==> src/rtl/zx_bus_arbiter_if.sv <==
// zx_bus_arbiter_if -- bundle of every bus signal around the shared-RAM arbiter.
//
// Signal groups:
//   CPU side   : cpu_mreq_n, cpu_rd_n, cpu_wr_n, cpu_rfsh_n (Z80 strobes, active low),
//                cpu_a[15:0], cpu_do[7:0] in; cpu_di[7:0], cpu_sel out.
//   Video side : vid_req, vid_addr[13:0] in; vid_ack, vid_data[7:0] out.
//   RAM side   : ram_addr[13:0], ram_we, ram_wdata[7:0] out; ram_rdata[7:0] in.
//
// Modports:
//   slave  -- the arbiter itself; it serves the CPU and video requesters
//             and drives the RAM port.
//   master -- the surroundings: CPU, video fetcher and RAM model.
//
// Handshakes: vid_req is a level, held by the requester until it sees the
// one-CLK vid_ack pulse; vid_data is valid in the same cycle as vid_ack.
// A CPU access is requested by the strobes and is serviced once per MREQ
// assertion; the CPU is held off through CLKEN until it completes. The RAM is
// synchronous: ram_rdata is valid one CLK after ram_addr is presented.
interface zx_bus_arbiter_if;
    logic        cpu_mreq_n;
    logic        cpu_rd_n;
    logic        cpu_wr_n;
    logic        cpu_rfsh_n;
    logic [15:0] cpu_a;
    logic [7:0]  cpu_do;
    logic [7:0]  cpu_di;
    logic        cpu_sel;

    logic        vid_req;
    logic [13:0] vid_addr;
    logic        vid_ack;
    logic [7:0]  vid_data;

    logic [13:0] ram_addr;
    logic        ram_we;
    logic [7:0]  ram_wdata;
    logic [7:0]  ram_rdata;

    modport slave (
        input  cpu_mreq_n, cpu_rd_n, cpu_wr_n, cpu_rfsh_n, cpu_a, cpu_do,
        output cpu_di, cpu_sel,
        input  vid_req, vid_addr,
        output vid_ack, vid_data,
        output ram_addr, ram_we, ram_wdata,
        input  ram_rdata
    );

    modport master (
        output cpu_mreq_n, cpu_rd_n, cpu_wr_n, cpu_rfsh_n, cpu_a, cpu_do,
        input  cpu_di, cpu_sel,
        output vid_req, vid_addr,
        input  vid_ack, vid_data,
        input  ram_addr, ram_we, ram_wdata,
        output ram_rdata
    );
endinterface

==> src/rtl/zx_bus_arbiter.sv <==
// zx_bus_arbiter -- shares one synchronous 16 KiB RAM between a Z80 (window
// 0x4000-0x7FFF) and a video fetcher, and generates the CPU clock enable.
//
// Ports:
//   CLK       in   sole clock, rising edge
//   RESET     in   asynchronous, active-high reset
//   CLKEN     out  one-CLK CPU clock-enable pulse every CPU_DIV CLKs,
//                  withheld while a CPU access to shared RAM is pending
//   dbg_state out  current FSM state: 0 IDLE, 1 VID_ISS, 2 VID_CAP,
//                  3 CPU_ISS, 4 CPU_CAP
//   bus       --   zx_bus_arbiter_if.slave (CPU, video and RAM signals)
//
// Video normally wins the RAM. A waiting CPU access is let through after
// STARVE_MAX consecutive video grants, so the CPU is never locked out.
module zx_bus_arbiter #(
    parameter int CPU_DIV    = 8,
    parameter int STARVE_MAX = 4
) (
    input  logic              CLK,
    input  logic              RESET,
    output logic              CLKEN,
    output logic [2:0]        dbg_state,
    zx_bus_arbiter_if.slave   bus
);

    typedef enum logic [2:0] {
        IDLE    = 3'd0,
        VID_ISS = 3'd1,
        VID_CAP = 3'd2,
        CPU_ISS = 3'd3,
        CPU_CAP = 3'd4
    } state_t;

    localparam int CNT_W = $clog2(CPU_DIV);
    localparam int STV_W = $clog2(STARVE_MAX + 1);
    localparam logic [CNT_W-1:0] CNT_LAST = CNT_W'(CPU_DIV - 1);
    localparam logic [STV_W-1:0] STV_LIM  = STV_W'(STARVE_MAX);

    state_t           state;
    logic [CNT_W-1:0] cnt;
    logic [STV_W-1:0] starve;
    logic             done;
    logic             is_wr;
    logic             cpu_req;
    logic             stall;

    assign dbg_state   = state;
    assign bus.cpu_sel = (bus.cpu_a[15:14] == 2'b01);

    // done masks the request after completion until MREQ is released, so a
    // long MREQ is serviced once. Refresh cycles never reach the RAM.
    assign cpu_req = !bus.cpu_mreq_n && bus.cpu_rfsh_n && bus.cpu_sel &&
                     (!bus.cpu_rd_n || !bus.cpu_wr_n) && !done;

    assign stall = cpu_req || (state == CPU_ISS) || (state == CPU_CAP);
    assign CLKEN = (cnt == CNT_LAST) && !stall;

    // Prescaler parks on its last count during a stall so the enable is
    // released on the very first cycle after the access completes.
    always_ff @(posedge CLK or posedge RESET) begin
        if (RESET) begin
            cnt <= '0;
        end else if (cnt == CNT_LAST) begin
            if (!stall) begin
                cnt <= '0;
            end
        end else begin
            cnt <= cnt + CNT_W'(1);
        end
    end

    // Addresses and write data are registered on the transition into an
    // *_ISS state, so the RAM sees them during that state and returns read
    // data during the following *_CAP state.
    always_ff @(posedge CLK or posedge RESET) begin
        if (RESET) begin
            state         <= IDLE;
            starve        <= '0;
            done          <= 1'b0;
            is_wr         <= 1'b0;
            bus.vid_ack   <= 1'b0;
            bus.vid_data  <= '0;
            bus.cpu_di    <= '0;
            bus.ram_addr  <= '0;
            bus.ram_we    <= 1'b0;
            bus.ram_wdata <= '0;
        end else begin
            bus.vid_ack <= 1'b0;
            bus.ram_we  <= 1'b0;

            if (state == CPU_CAP) begin
                done <= 1'b1;
            end else if (bus.cpu_mreq_n) begin
                done <= 1'b0;
            end

            case (state)
                IDLE: begin
                    if (bus.vid_req && !(cpu_req && starve == STV_LIM)) begin
                        bus.ram_addr <= bus.vid_addr;
                        state        <= VID_ISS;
                    end else if (cpu_req) begin
                        bus.ram_addr <= bus.cpu_a[13:0];
                        // The direction is latched so the access completes
                        // even if the strobes drop mid-access.
                        is_wr        <= !bus.cpu_wr_n;
                        if (!bus.cpu_wr_n) begin
                            bus.ram_we    <= 1'b1;
                            bus.ram_wdata <= bus.cpu_do;
                        end
                        state <= CPU_ISS;
                    end
                end
                VID_ISS: begin
                    state <= VID_CAP;
                end
                VID_CAP: begin
                    bus.vid_data <= bus.ram_rdata;
                    bus.vid_ack  <= 1'b1;
                    if (cpu_req) begin
                        if (starve != STV_LIM) begin
                            starve <= starve + STV_W'(1);
                        end
                    end else begin
                        starve <= '0;
                    end
                    state <= IDLE;
                end
                CPU_ISS: begin
                    state <= CPU_CAP;
                end
                CPU_CAP: begin
                    if (!is_wr) begin
                        bus.cpu_di <= bus.ram_rdata;
                    end
                    starve <= '0;
                    state  <= IDLE;
                end
                default: begin
                    state <= IDLE;
                end
            endcase
        end
    end

endmodule

==> src/flat_wrapper.sv <==
// flat-port wrapper written by rule: the top's interface ports become plain ports
module zx_bus_arbiter_flat 
#(
    parameter int CPU_DIV    = 8,
    parameter int STARVE_MAX = 4
)
  (CLK, RESET, CLKEN, dbg_state, bus_cpu_mreq_n, bus_cpu_rd_n, bus_cpu_wr_n, bus_cpu_rfsh_n, bus_cpu_a, bus_cpu_do, bus_cpu_di, bus_cpu_sel, bus_vid_req, bus_vid_addr, bus_vid_ack, bus_vid_data, bus_ram_addr, bus_ram_we, bus_ram_wdata, bus_ram_rdata);
  zx_bus_arbiter_if bus_i ();
  input  logic CLK;
  input  logic RESET;
  output logic CLKEN;
  output logic [2:0] dbg_state;
  input wire logic [$bits(bus_i.cpu_mreq_n)-1:0] bus_cpu_mreq_n;
  input wire logic [$bits(bus_i.cpu_rd_n)-1:0] bus_cpu_rd_n;
  input wire logic [$bits(bus_i.cpu_wr_n)-1:0] bus_cpu_wr_n;
  input wire logic [$bits(bus_i.cpu_rfsh_n)-1:0] bus_cpu_rfsh_n;
  input wire logic [$bits(bus_i.cpu_a)-1:0] bus_cpu_a;
  input wire logic [$bits(bus_i.cpu_do)-1:0] bus_cpu_do;
  output wire logic [$bits(bus_i.cpu_di)-1:0] bus_cpu_di;
  output wire logic [$bits(bus_i.cpu_sel)-1:0] bus_cpu_sel;
  input wire logic [$bits(bus_i.vid_req)-1:0] bus_vid_req;
  input wire logic [$bits(bus_i.vid_addr)-1:0] bus_vid_addr;
  output wire logic [$bits(bus_i.vid_ack)-1:0] bus_vid_ack;
  output wire logic [$bits(bus_i.vid_data)-1:0] bus_vid_data;
  output wire logic [$bits(bus_i.ram_addr)-1:0] bus_ram_addr;
  output wire logic [$bits(bus_i.ram_we)-1:0] bus_ram_we;
  output wire logic [$bits(bus_i.ram_wdata)-1:0] bus_ram_wdata;
  input wire logic [$bits(bus_i.ram_rdata)-1:0] bus_ram_rdata;
  assign bus_i.cpu_mreq_n = bus_cpu_mreq_n;
  assign bus_i.cpu_rd_n = bus_cpu_rd_n;
  assign bus_i.cpu_wr_n = bus_cpu_wr_n;
  assign bus_i.cpu_rfsh_n = bus_cpu_rfsh_n;
  assign bus_i.cpu_a = bus_cpu_a;
  assign bus_i.cpu_do = bus_cpu_do;
  assign bus_cpu_di = bus_i.cpu_di;
  assign bus_cpu_sel = bus_i.cpu_sel;
  assign bus_i.vid_req = bus_vid_req;
  assign bus_i.vid_addr = bus_vid_addr;
  assign bus_vid_ack = bus_i.vid_ack;
  assign bus_vid_data = bus_i.vid_data;
  assign bus_ram_addr = bus_i.ram_addr;
  assign bus_ram_we = bus_i.ram_we;
  assign bus_ram_wdata = bus_i.ram_wdata;
  assign bus_i.ram_rdata = bus_ram_rdata;
  zx_bus_arbiter #(.CPU_DIV(CPU_DIV), .STARVE_MAX(STARVE_MAX)) u_core (.CLK(CLK), .RESET(RESET), .CLKEN(CLKEN), .dbg_state(dbg_state), .bus(bus_i));
endmodule
==> config.mk <==
export PLATFORM = sky130hd
export DESIGN_NAME = zx_bus_arbiter_flat
export DESIGN_NICKNAME = d
export VERILOG_FILES = /design/src/rtl/zx_bus_arbiter_if.sv /design/src/rtl/zx_bus_arbiter.sv /design/src/flat_wrapper.sv
export SDC_FILE = /design/constraint.sdc
export NUM_CORES = 1
export LEC_CHECK = 0
export BUFFER_PORTS_ARGS = -buffer_cell sky130_fd_sc_hd__buf_2
export CORE_MARGIN = 3
export CORE_UTILIZATION = 45
export CTS_BUF_LIST = sky130_fd_sc_hd__clkbuf_2
export DETAILED_ROUTE_END_ITERATION = 10
export PLACE_DENSITY = 0.78
export SKIP_LAST_GASP = 1
export SLEW_MARGIN = 20
export SYNTH_ARGS = -nofsm -noshare
export SYNTH_HDL_FRONTEND = slang
export SYNTH_SLANG_ARGS = --single-unit
==> constraint.sdc <==
create_clock -name CLK -period 2.76 [get_ports CLK]
set_input_delay 0.276 -clock CLK [delete_from_list [all_inputs] [get_ports CLK]]
set_output_delay 0.276 -clock CLK [all_outputs]
set_load 0.05 [all_outputs]
==> results of run 1 <==
==> flip-flops by register name, indices dropped and copies added (netlist names) <==
name,flops
u_core.bus.ram_we,1
u_core.bus.vid_ack,1
u_core.bus.ram_addr,14
u_core.is_wr,1
u_core.done,1
u_core.starve,3
u_core.cnt,3
u_core.bus.vid_data,8
u_core.dbg_state,3
u_core.bus.cpu_di,8
u_core.bus.ram_wdata,8
==> cell type report <==
class | instances | share of cell area, %
Sequential cell | 51 | 45.0
Multi-Input combinational cell | 95 | 29.7
Timing Repair Buffer | 101 | 18.3
Tap cell | 65 | 2.87
Inverter | 21 | 2.82
Clock buffer | 7 | 1.23
Clock inverter | 1 | 0.176
==> cell families after synthesis <==
kind of cell               Yosys count
buffers and inverters               26
DFF                                 51
and+or+nand+nor                     21
adders and majority gates            4
muxes                               26
AOI/OAI and AO/OA                   44
==> worst max-delay path: stages (launching register included) <==
cell	delay (ps)
dfrtp_1	520
nor2_1	90
and2_1	220
nor4b_2	280
buf_2	310
==> worst paths after layout <==
| kind | from | to | depth (start not counted) |
|---|---|---|---|
| min | bus_cpu_mreq_n | u_core.done | 2 |
| max reg2reg | u_core.dbg_state[1] | u_core.bus.ram_wdata[3] | 4 |
| max in group asynchronous | RESET | u_core.bus.cpu_di[4] | 3 |
| min in group asynchronous | RESET | u_core.bus.vid_data[6] | 3 |
| max | u_core.dbg_state[1] | CLKEN | 4 |
| min reg2reg | u_core.cnt[0] | u_core.cnt[0] | 1 |
==> through the flow <==
stage	total power, mW	hold WS (ps)	std cells	setup slack, ps
global placement	3.18	470	332	980
floorplan	2.76	371	172	479
detailed placement	3.22	484	332	945
finish	3.47	49.9	341	650
CTS	3.51	19.6	340	608
global route	3.67	22.5	341	521
==> cells in the mapped netlist, types with 2 or more instances <==
master,n
dfrtp_1,51
inv_1,21
mux2_2,17
a21oi_1,16
o22ai_1,15
mux2_4,8
ha_1,4
nand2_1,4
buf_2,3
o21ai_0,3
nor2_1,2
nor2_2,2
nor2b_1,2
nor3_1,2
o211ai_1,2
==> power by group through the flow <==
stage	registers, mW	logic [mW]	clock network, mW
6_report	1.23	1.96	0.289
5_1_grt	1.28	2.06	0.325
4_1_cts	1.23	1.97	0.307
3_5_place_dp	1.25	1.97	0
3_3_place_gp	1.23	1.95	0
2_1_floorplan	2.19	0.567	0
==> routing by layer <==
| layer | GRT usage (%) | part of all wire (%) | vias up |
|---|---|---|---|
| li1 | - | - | 814 |
| met1 | 20.2 | 42 | 785 |
| met2 | 26.6 | 50 | 61 |
| met3 | 4.49 | 6.5 | 4 |
| met4 | 5.62 | 0.89 | 0 |
| met5 | 0 | 0 | - |
==> results.toml, run 1 <==
[sta]
tightestPinTransition_ps = 856
skew_ps = 21.9
max-slew-margin-rel_pct = 43.0
finalCriticalPeriod_ps = 2110
final_hold_viol_count = 0
report.final.slew_viol_count = 0
timing.final.crit_share_pct = 76.4
fmax_mhz = 474
grt_setup_unrepaired = "false"
timing.setup.tns_ps = 0
setup_viol = 0

[synth]
synth.mux.area_fraction_pct = 14.5
synth.area.top_cells = "dfrtp_1 57%, mux2_2 8.6%, mux2_4 5.4%, o22ai_1 4.2%, a21oi_1 3.6%"
yosysTopAreaCell = "dfrtp_1"
synth_xor_area_share_pct = 0
synth_nets = 229
synth-simple-area-share_pct = 7.54
mappedNetlistArea_um2 = 2220
ys_seq_elements = 51
ys.flop_type = "dfrtp_1"
synth_top_area_share_pct = 57.4
async_flop_share_pct = 100
syn_inst = 172
postSynthAreaPerCell_um2 = 12.9
synth-edff-count = 0
synth-compound-area-share_pct = 13.3
netlist-cell-type-count = 35
synthAdderAreaFrac_pct = 2.25
synth_top_family_by_area = "multiplexers"
ys_seq_area_share_pct = 57.4
yosys_warnings = 0

[power]
p_sw_share_pct = 51.6
ir_drop_uv = 696
clockPowerShare_pct = 8.3
p_int_mw = 1.68
p_comb_share_pct = 56.3
p_leak_nw = 1.49
power_density_nw_per_um2 = 1220
seqPwrFrac_pct = 35.4
power.switching_mw = 1.79

[clocking]
cts_buffers = 5
cts.htree.levels = 2
clock_latency_ps = 420
cts_hold_buf = 0
cts_tree = "done"
cts_sinks = 51
cts_resized = 0
post-cts-setup-buffer-count = 0
clockBufferDepth = 2
path_clk_slew_ps = 240
cts_root_buf = "clkbuf_2"

[worst_hold_path]
hold_class = "in -> reg"

[finish]
layout-drive-gt1-share_pct = 52.5
mostFrequentLayoutCells = "97 x buf_2, 51 x dfrtp_1, 20 x inv_1"
seq_area_um2 = 1280
final_common_cell = "buf_2"
final_area_um2 = 2840
final_util_pct = 62.2
nets = 332
areaGrowthSynthToFinish_pct = 27.6
multi_input_area_um2 = 842
diodes = 0
num-fill-cells = 389

[floorplan]
core_um2 = 4560
rows = 24
die_area_um2 = 5820
pin_count = 98
die_h_um = 76.3
chipWidth_um = 76.3
start_util_pct = 48.7

[worst_setup_path]
cp_max_fo = 8
regToRegSetupSlack_ps = 900
crit_type = "reg -> out"
cp_data_required_time_ps = 2480
worst_ep_arrival_time_ps = 1830
end_kind = "primary output"
start_kind = "register"

[job]
drv_cap = 0

[placement]
gp_congestion = 0.842
port_buffers = 97
place_hpwl_um = 3500
place_area_um2 = 2790

[routing]
drc = 0
first_pass_iters = 4
wl_um = 4710
vias = 1664
drtAntennaViolNets = 0
drt_iter0_markers = 90
wl_per_cell_um = 13.8
via_per_inst = 4.88

[global_route]
antenna_found_initial = 0
grt_pass1_vias = 1630
grt_use_total_pct = 16.1
grt_max_degree = 52
overflow = 0
grt_pass1_wl_um = 7520

[outcome]
outcome = "finished clean"
No activity file was read; power rests on OpenSTA's default activity.
==> run 2, diff against run 1 <==
ABC_AREA = 1   (was unset)
PLACE_DENSITY = 0.76   (was 0.78)
clock period = 2 ns   (was 2.76 ns; I/O delays follow)
==> results.toml, run 2 <==
[floorplan]
pin_count = 98
die_h_um = 79.7
die_area_um2 = 6360
rows = 26
core_um2 = 5170
chipWidth_um = 79.7
start_util_pct = 47.3

[power]
p_leak_nw = 1.94
seqPwrFrac_pct = 34.7
power_density_nw_per_um2 = 1520
p_int_mw = 2.23
p_sw_share_pct = 54.5
clockPowerShare_pct = 7.9
ir_drop_uv = 802
p_comb_share_pct = 57.4
power.switching_mw = 2.68
power_mw = 4.91

[global_route]
antenna_found_initial = 0
grt_pass1_vias = 2110
overflow = 0
grt_pass1_wl_um = 9180
grt_max_degree = 52
grt_use_total_pct = 18.2

[finish]
diodes = 0
nets = 467
final_util_pct = 62.3
final_area_um2 = 3220
final_cells = 481
max_flop_register = "u_core.bus.ram_addr"
largest_register_ffs = 14
areaGrowthSynthToFinish_pct = 31.7
mostFrequentLayoutCells = "96 x buf_2, 92 x nand2_1, 51 x inv_1"
final_common_cell = "buf_2"
num-fill-cells = 461
layout-drive-gt1-share_pct = 32.4

[placement]
dp_cells = 455
gp_congestion = 0.735
place_hpwl_um = 3870
place_area_um2 = 2990
port_buffers = 97

[synth]
synth_common_cells = "93 x nand2_1, 52 x inv_1, 51 x dfrtp_1"
ys_seq_area_share_pct = 52.1
synth_most_common_cell = "nand2_1"
synth_nets = 350
mappedNetlistArea_um2 = 2450
syn_inst = 293
postSynthAreaPerCell_um2 = 8.35
synth_top_area_share_pct = 52.1
synth.area.top_cells = "dfrtp_1 52%, nand2_1 14%, inv_1 8.0%, nand3_1 6.7%, o21ai_2 2.5%"
yosys_warnings = 0
ys.flop_type = "dfrtp_1"
async_flop_share_pct = 100
ys_seq_elements = 51
netlist-cell-type-count = 27
yosysTopAreaCell = "dfrtp_1"
synth-edff-count = 0

[worst_setup_path]
crit_path_end = "CLKEN"
crit_type = "reg -> out"
worst_ep_arrival_time_ps = 1610
end_kind = "primary output"
start_kind = "register"
cp_max_fo = 4
r2r-start = "u_core.starve[0]"
timing.rr.end = "u_core.bus.ram_wdata[2]"
reg2reg_depth = 9
cp_data_required_time_ps = 1800
crit_family = "flip-flops"
cp_num_buf_inv = 2
crit_start = "u_core.cnt[0]"
cp.depth = 5
critPathSlowestCell = "dfrtp_1"
critPathMaxStageDelay_ps = 430
path_common_cell = "ha_1"
regToRegSetupSlack_ps = 360
crit_chain = "ha_1 -> ha_1 -> inv_1 -> nor2_1 -> buf_6"

[clocking]
post-cts-setup-buffer-count = 0
cts_buffers = 5
cts_root_buf = "clkbuf_2"
cts_tree = "done"
cts_sinks = 51
clockBufferDepth = 2
clock_latency_ps = 410
path_clk_slew_ps = 230
cts.htree.levels = 2

[sta]
finalCriticalPeriod_ps = 1810
tightestPinTransition_ps = 668
timing.setup.tns_ps = 0
setup_viol = 0
max-slew-margin-rel_pct = 55.5
timing.final.crit_share_pct = 90.4
fmax_mhz = 553
final_hold_viol_count = 0
skew_ps = 13.8
report.final.slew_viol_count = 0

[routing]
drc = 0
wl_um = 5450
wl_per_cell_um = 11.3
via_per_inst = 4.55
first_pass_iters = 4
drt_iter0_markers = 48
drtAntennaViolNets = 0
vias = 2190

[worst_hold_path]
min_from = "bus_cpu_a[9]"
hold_class = "in -> reg"

[job]
drv_cap = 0

[outcome]
outcome = "finished clean"
run 2: cell types whose count changed after synthesis, moves of 7 or more:
| cell | before | now |
|---|---|---|
| nand2_1 | 4 | 93 |
| nand3_1 | 1 | 33 |
| inv_1 | 21 | 52 |
| mux2_2 | 17 | 0 |
| o22ai_1 | 15 | 0 |
| a21oi_1 | 16 | 2 |
| nand4_1 | 0 | 9 |
| mux2_4 | 8 | 0 |
| o21ai_0 | 3 | 11 |
| o21ai_2 | 0 | 7 |
run 2: power by group through the flow:
stage               Combinational, mW  Sequential (mW)  Clock, mW
floorplan                       0.820             3.03          0
global placement                 2.75             1.71          0
detailed placement               2.81             1.71          0
CTS                              2.83             1.70      0.413
global route                     3.05             1.76      0.454
finish                           2.82             1.70      0.389
run 2: tightest hold or removal path, stage by stage:
cell and delay, ps:
buf_2 70, inv_1 30, nand2_1 50, nand3_1 60, nand2_1 50
run 2: logic make-up (layout without fill, tap and decap cells):
logic type,count (synthesis),after routing,synth area share [%]
AND/OR/NAND/NOR,149,149,27.7
flip-flops,51,51,52.1
buffers and inverters,65,183,11.1
adder cells (fa/ha/maj),4,4,2.05
AO/OA/AOI/OAI,23,23,6.70
XOR/XNOR,1,1,0.358
run 2: metrics by stage:
step	hold WS, ps	setup WS (ps)
after detailed placement	406	378
after floorplan	307	107
final	65.3	191
after global placement	405	421
after global routing	39.1	-2.05
after CTS	2.72	70.6
run 2: layer usage:
layer | track usage, % | wire (um) | vias to the layer above
met1 | 22.2 | 2420 | 971
met3 | 5.53 | 409 | 4
li1 | - | - | 1138
met5 | 0 | 0 | -
met2 | 31.2 | 2570 | 77
met4 | 4.90 | 48 | 0
run 2: timing repair:
action / 4_1_cts / 5_1_grt
hold buffers: 13 / 5
endpoints found under the setup margin: 0 / 1
endpoints found under the hold margin: 63 / 5
gates resized for setup: 0 / 5
run 2: cell type report:
class	count	area [um^2]	area share, %
Tap cell	70	87.6	2.72
Sequential cell	51	1280	39.6
Timing Repair Buffer	120	709	22.0
Multi-Input combinational cell	177	902	28.0
Clock buffer	7	35.0	1.09
Inverter	55	206	6.41
Clock inverter	1	5.00	0.155
run 2: worst min path at each step:
stage | to | slack [ps] | depth (start not counted)
floorplan | u_core.done | 310 | 1
global placement | u_core.bus.vid_data[0] | 410 | 3
detailed placement | u_core.bus.vid_data[0] | 410 | 3
CTS | u_core.bus.ram_wdata[1] | 3 | 3
global route | u_core.bus.ram_addr[7] | 40 | 5
finish | u_core.bus.ram_addr[9] | 70 | 5
==> run 3, diff against run 2 <==
CORE_UTILIZATION = 35   (was 45)
PLACE_DENSITY = 0.62   (was 0.76)
==> results.toml, run 3 (synthesis results as in run 2) <==
[worst_setup_path]
cp_data_required_time_ps = 1800
crit_family = "flip-flops"
crit_chain = "ha_1 -> ha_1 -> inv_1 -> nor2_1 -> clkbuf_4"
crit_path_end = "CLKEN"
timing.rr.end = "u_core.bus.ram_wdata[4]"
cp.depth = 5
reg2reg_depth = 9
end_kind = "primary output"
cp_max_fo = 4
r2r-start = "u_core.starve[0]"
worst_ep_arrival_time_ps = 1660
path_common_cell = "ha_1"
crit_type = "reg -> out"
cp_num_buf_inv = 2
start_kind = "register"
critPathSlowestCell = "dfrtp_1"
critPathMaxStageDelay_ps = 460
crit_start = "u_core.cnt[0]"
regToRegSetupSlack_ps = 380

[clocking]
cts_root_buf = "clkbuf_2"
cts_sinks = 51
path_clk_slew_ps = 240
cts.htree.levels = 2
cts_tree = "done"
cts_buffers = 5
post-cts-setup-buffer-count = 0
clock_latency_ps = 420
clockBufferDepth = 2

[global_route]
grt_pass1_wl_um = 9160
grt_max_degree = 30
overflow = 0
grt_pass1_vias = 2059
grt_use_total_pct = 14.4
antenna_found_initial = 0

[job]
drv_cap = 0

[placement]
gp_congestion = 0.770
dp_cells = 478
place_area_um2 = 3030
place_hpwl_um = 4190
port_buffers = 97

[finish]
final_area_um2 = 3250
final_common_cell = "buf_2"
mostFrequentLayoutCells = "96 x buf_2, 93 x nand2_1, 51 x inv_1"
final_cells = 503
layout-drive-gt1-share_pct = 31.7
largest_register_ffs = 14
areaGrowthSynthToFinish_pct = 32.9
nets = 467
max_flop_register = "u_core.bus.ram_addr"
diodes = 0

[routing]
drt_iter0_markers = 85
wl_per_cell_um = 11.2
wl_um = 5650
drc = 0
first_pass_iters = 5
via_per_inst = 4.30
drtAntennaViolNets = 0
vias = 2164

[sta]
report.final.slew_viol_count = 0
final_hold_viol_count = 0
fmax_mhz = 537
finalCriticalPeriod_ps = 1860
max-slew-margin-rel_pct = 56.2
tightestPinTransition_ps = 657
setup_viol = 0
grt_setup_unrepaired = "false"
skew_ps = 19.8
timing.final.crit_share_pct = 93.1
timing.setup.tns_ps = 0

[floorplan]
die_h_um = 89.6
rows = 29
core_um2 = 6570
start_util_pct = 37.3
chipWidth_um = 89.6
die_area_um2 = 8030
pin_count = 98

[worst_hold_path]
hold_class = "in -> reg"

[power]
p_leak_nw = 1.94
power_mw = 4.88
ir_drop_uv = 723
power_density_nw_per_um2 = 1500

[outcome]
outcome = "finished clean"
-- run 3: stage by stage --
stage	hold slack (ps)	utilization, %	worst slack [ps]
floorplan	307	-	107
global placement	258	46.2	422
detailed placement	269	46.2	378
CTS	33.0	49.5	52.1
global route	41.2	49.5	0.386
finish	67.8	49.5	138
-- run 3: worst reg2reg max path, stage by stage, from the launching register on --
cell and delay, ps:
dfrtp_1 450, inv_1 80, ha_1 140, nand2_1 60, inv_1 70, nand3_2 90
nand2_2 260, nand3_2 260, nand2_1 120, nand2_1 50
-- run 3: report_power, final --
group          switching (mW)  leakage (nW)  internal [mW]
combinational            2.13          1.27          0.671
clock                   0.304        0.0262         0.0740
sequential              0.243         0.642           1.46
-- run 3: area by class of cell --
class                           count  area (um^2)
Fill cell                         661         3320
Sequential cell                    51         1280
Multi-Input combinational cell    177          900
Timing Repair Buffer              120          718
Inverter                           55          206
Tap cell                           93          116
Clock buffer                        5         25.0
Clock inverter                      2         8.76
-- run 3: worst min-delay path by stage --
stage	from	end	slack [ps]	cells past startpoint
5_1_grt	bus_cpu_a[10]	u_core.bus.ram_addr[10]	40	5
4_1_cts	bus_cpu_a[9]	u_core.bus.ram_addr[9]	30	5
6_report	bus_cpu_a[9]	u_core.bus.ram_addr[9]	70	5
3_3_place_gp	RESET	u_core.bus.vid_data[1]	260	2
3_5_place_dp	RESET	u_core.bus.cpu_di[0]	270	2
2_1_floorplan	bus_cpu_mreq_n	u_core.done	310	1
-- run 3: per-layer routing --
metal / up-vias / global-route usage (%) / share of wire [%]
met5: - / 0 / 0
met3: 5 / 4.20 / 8.1
met1: 950 / 18.3 / 44
met4: 0 / 3.25 / 0.90
met2: 76 / 24.3 / 47
li1: 1133 / - / -
-- run 3: timing repair --
item                                   CTS  global route
setup endpoints to repair                0             1
gates resized for setup                  0             2
endpoints found under the hold margin   43             0
hold buffers                            18             0
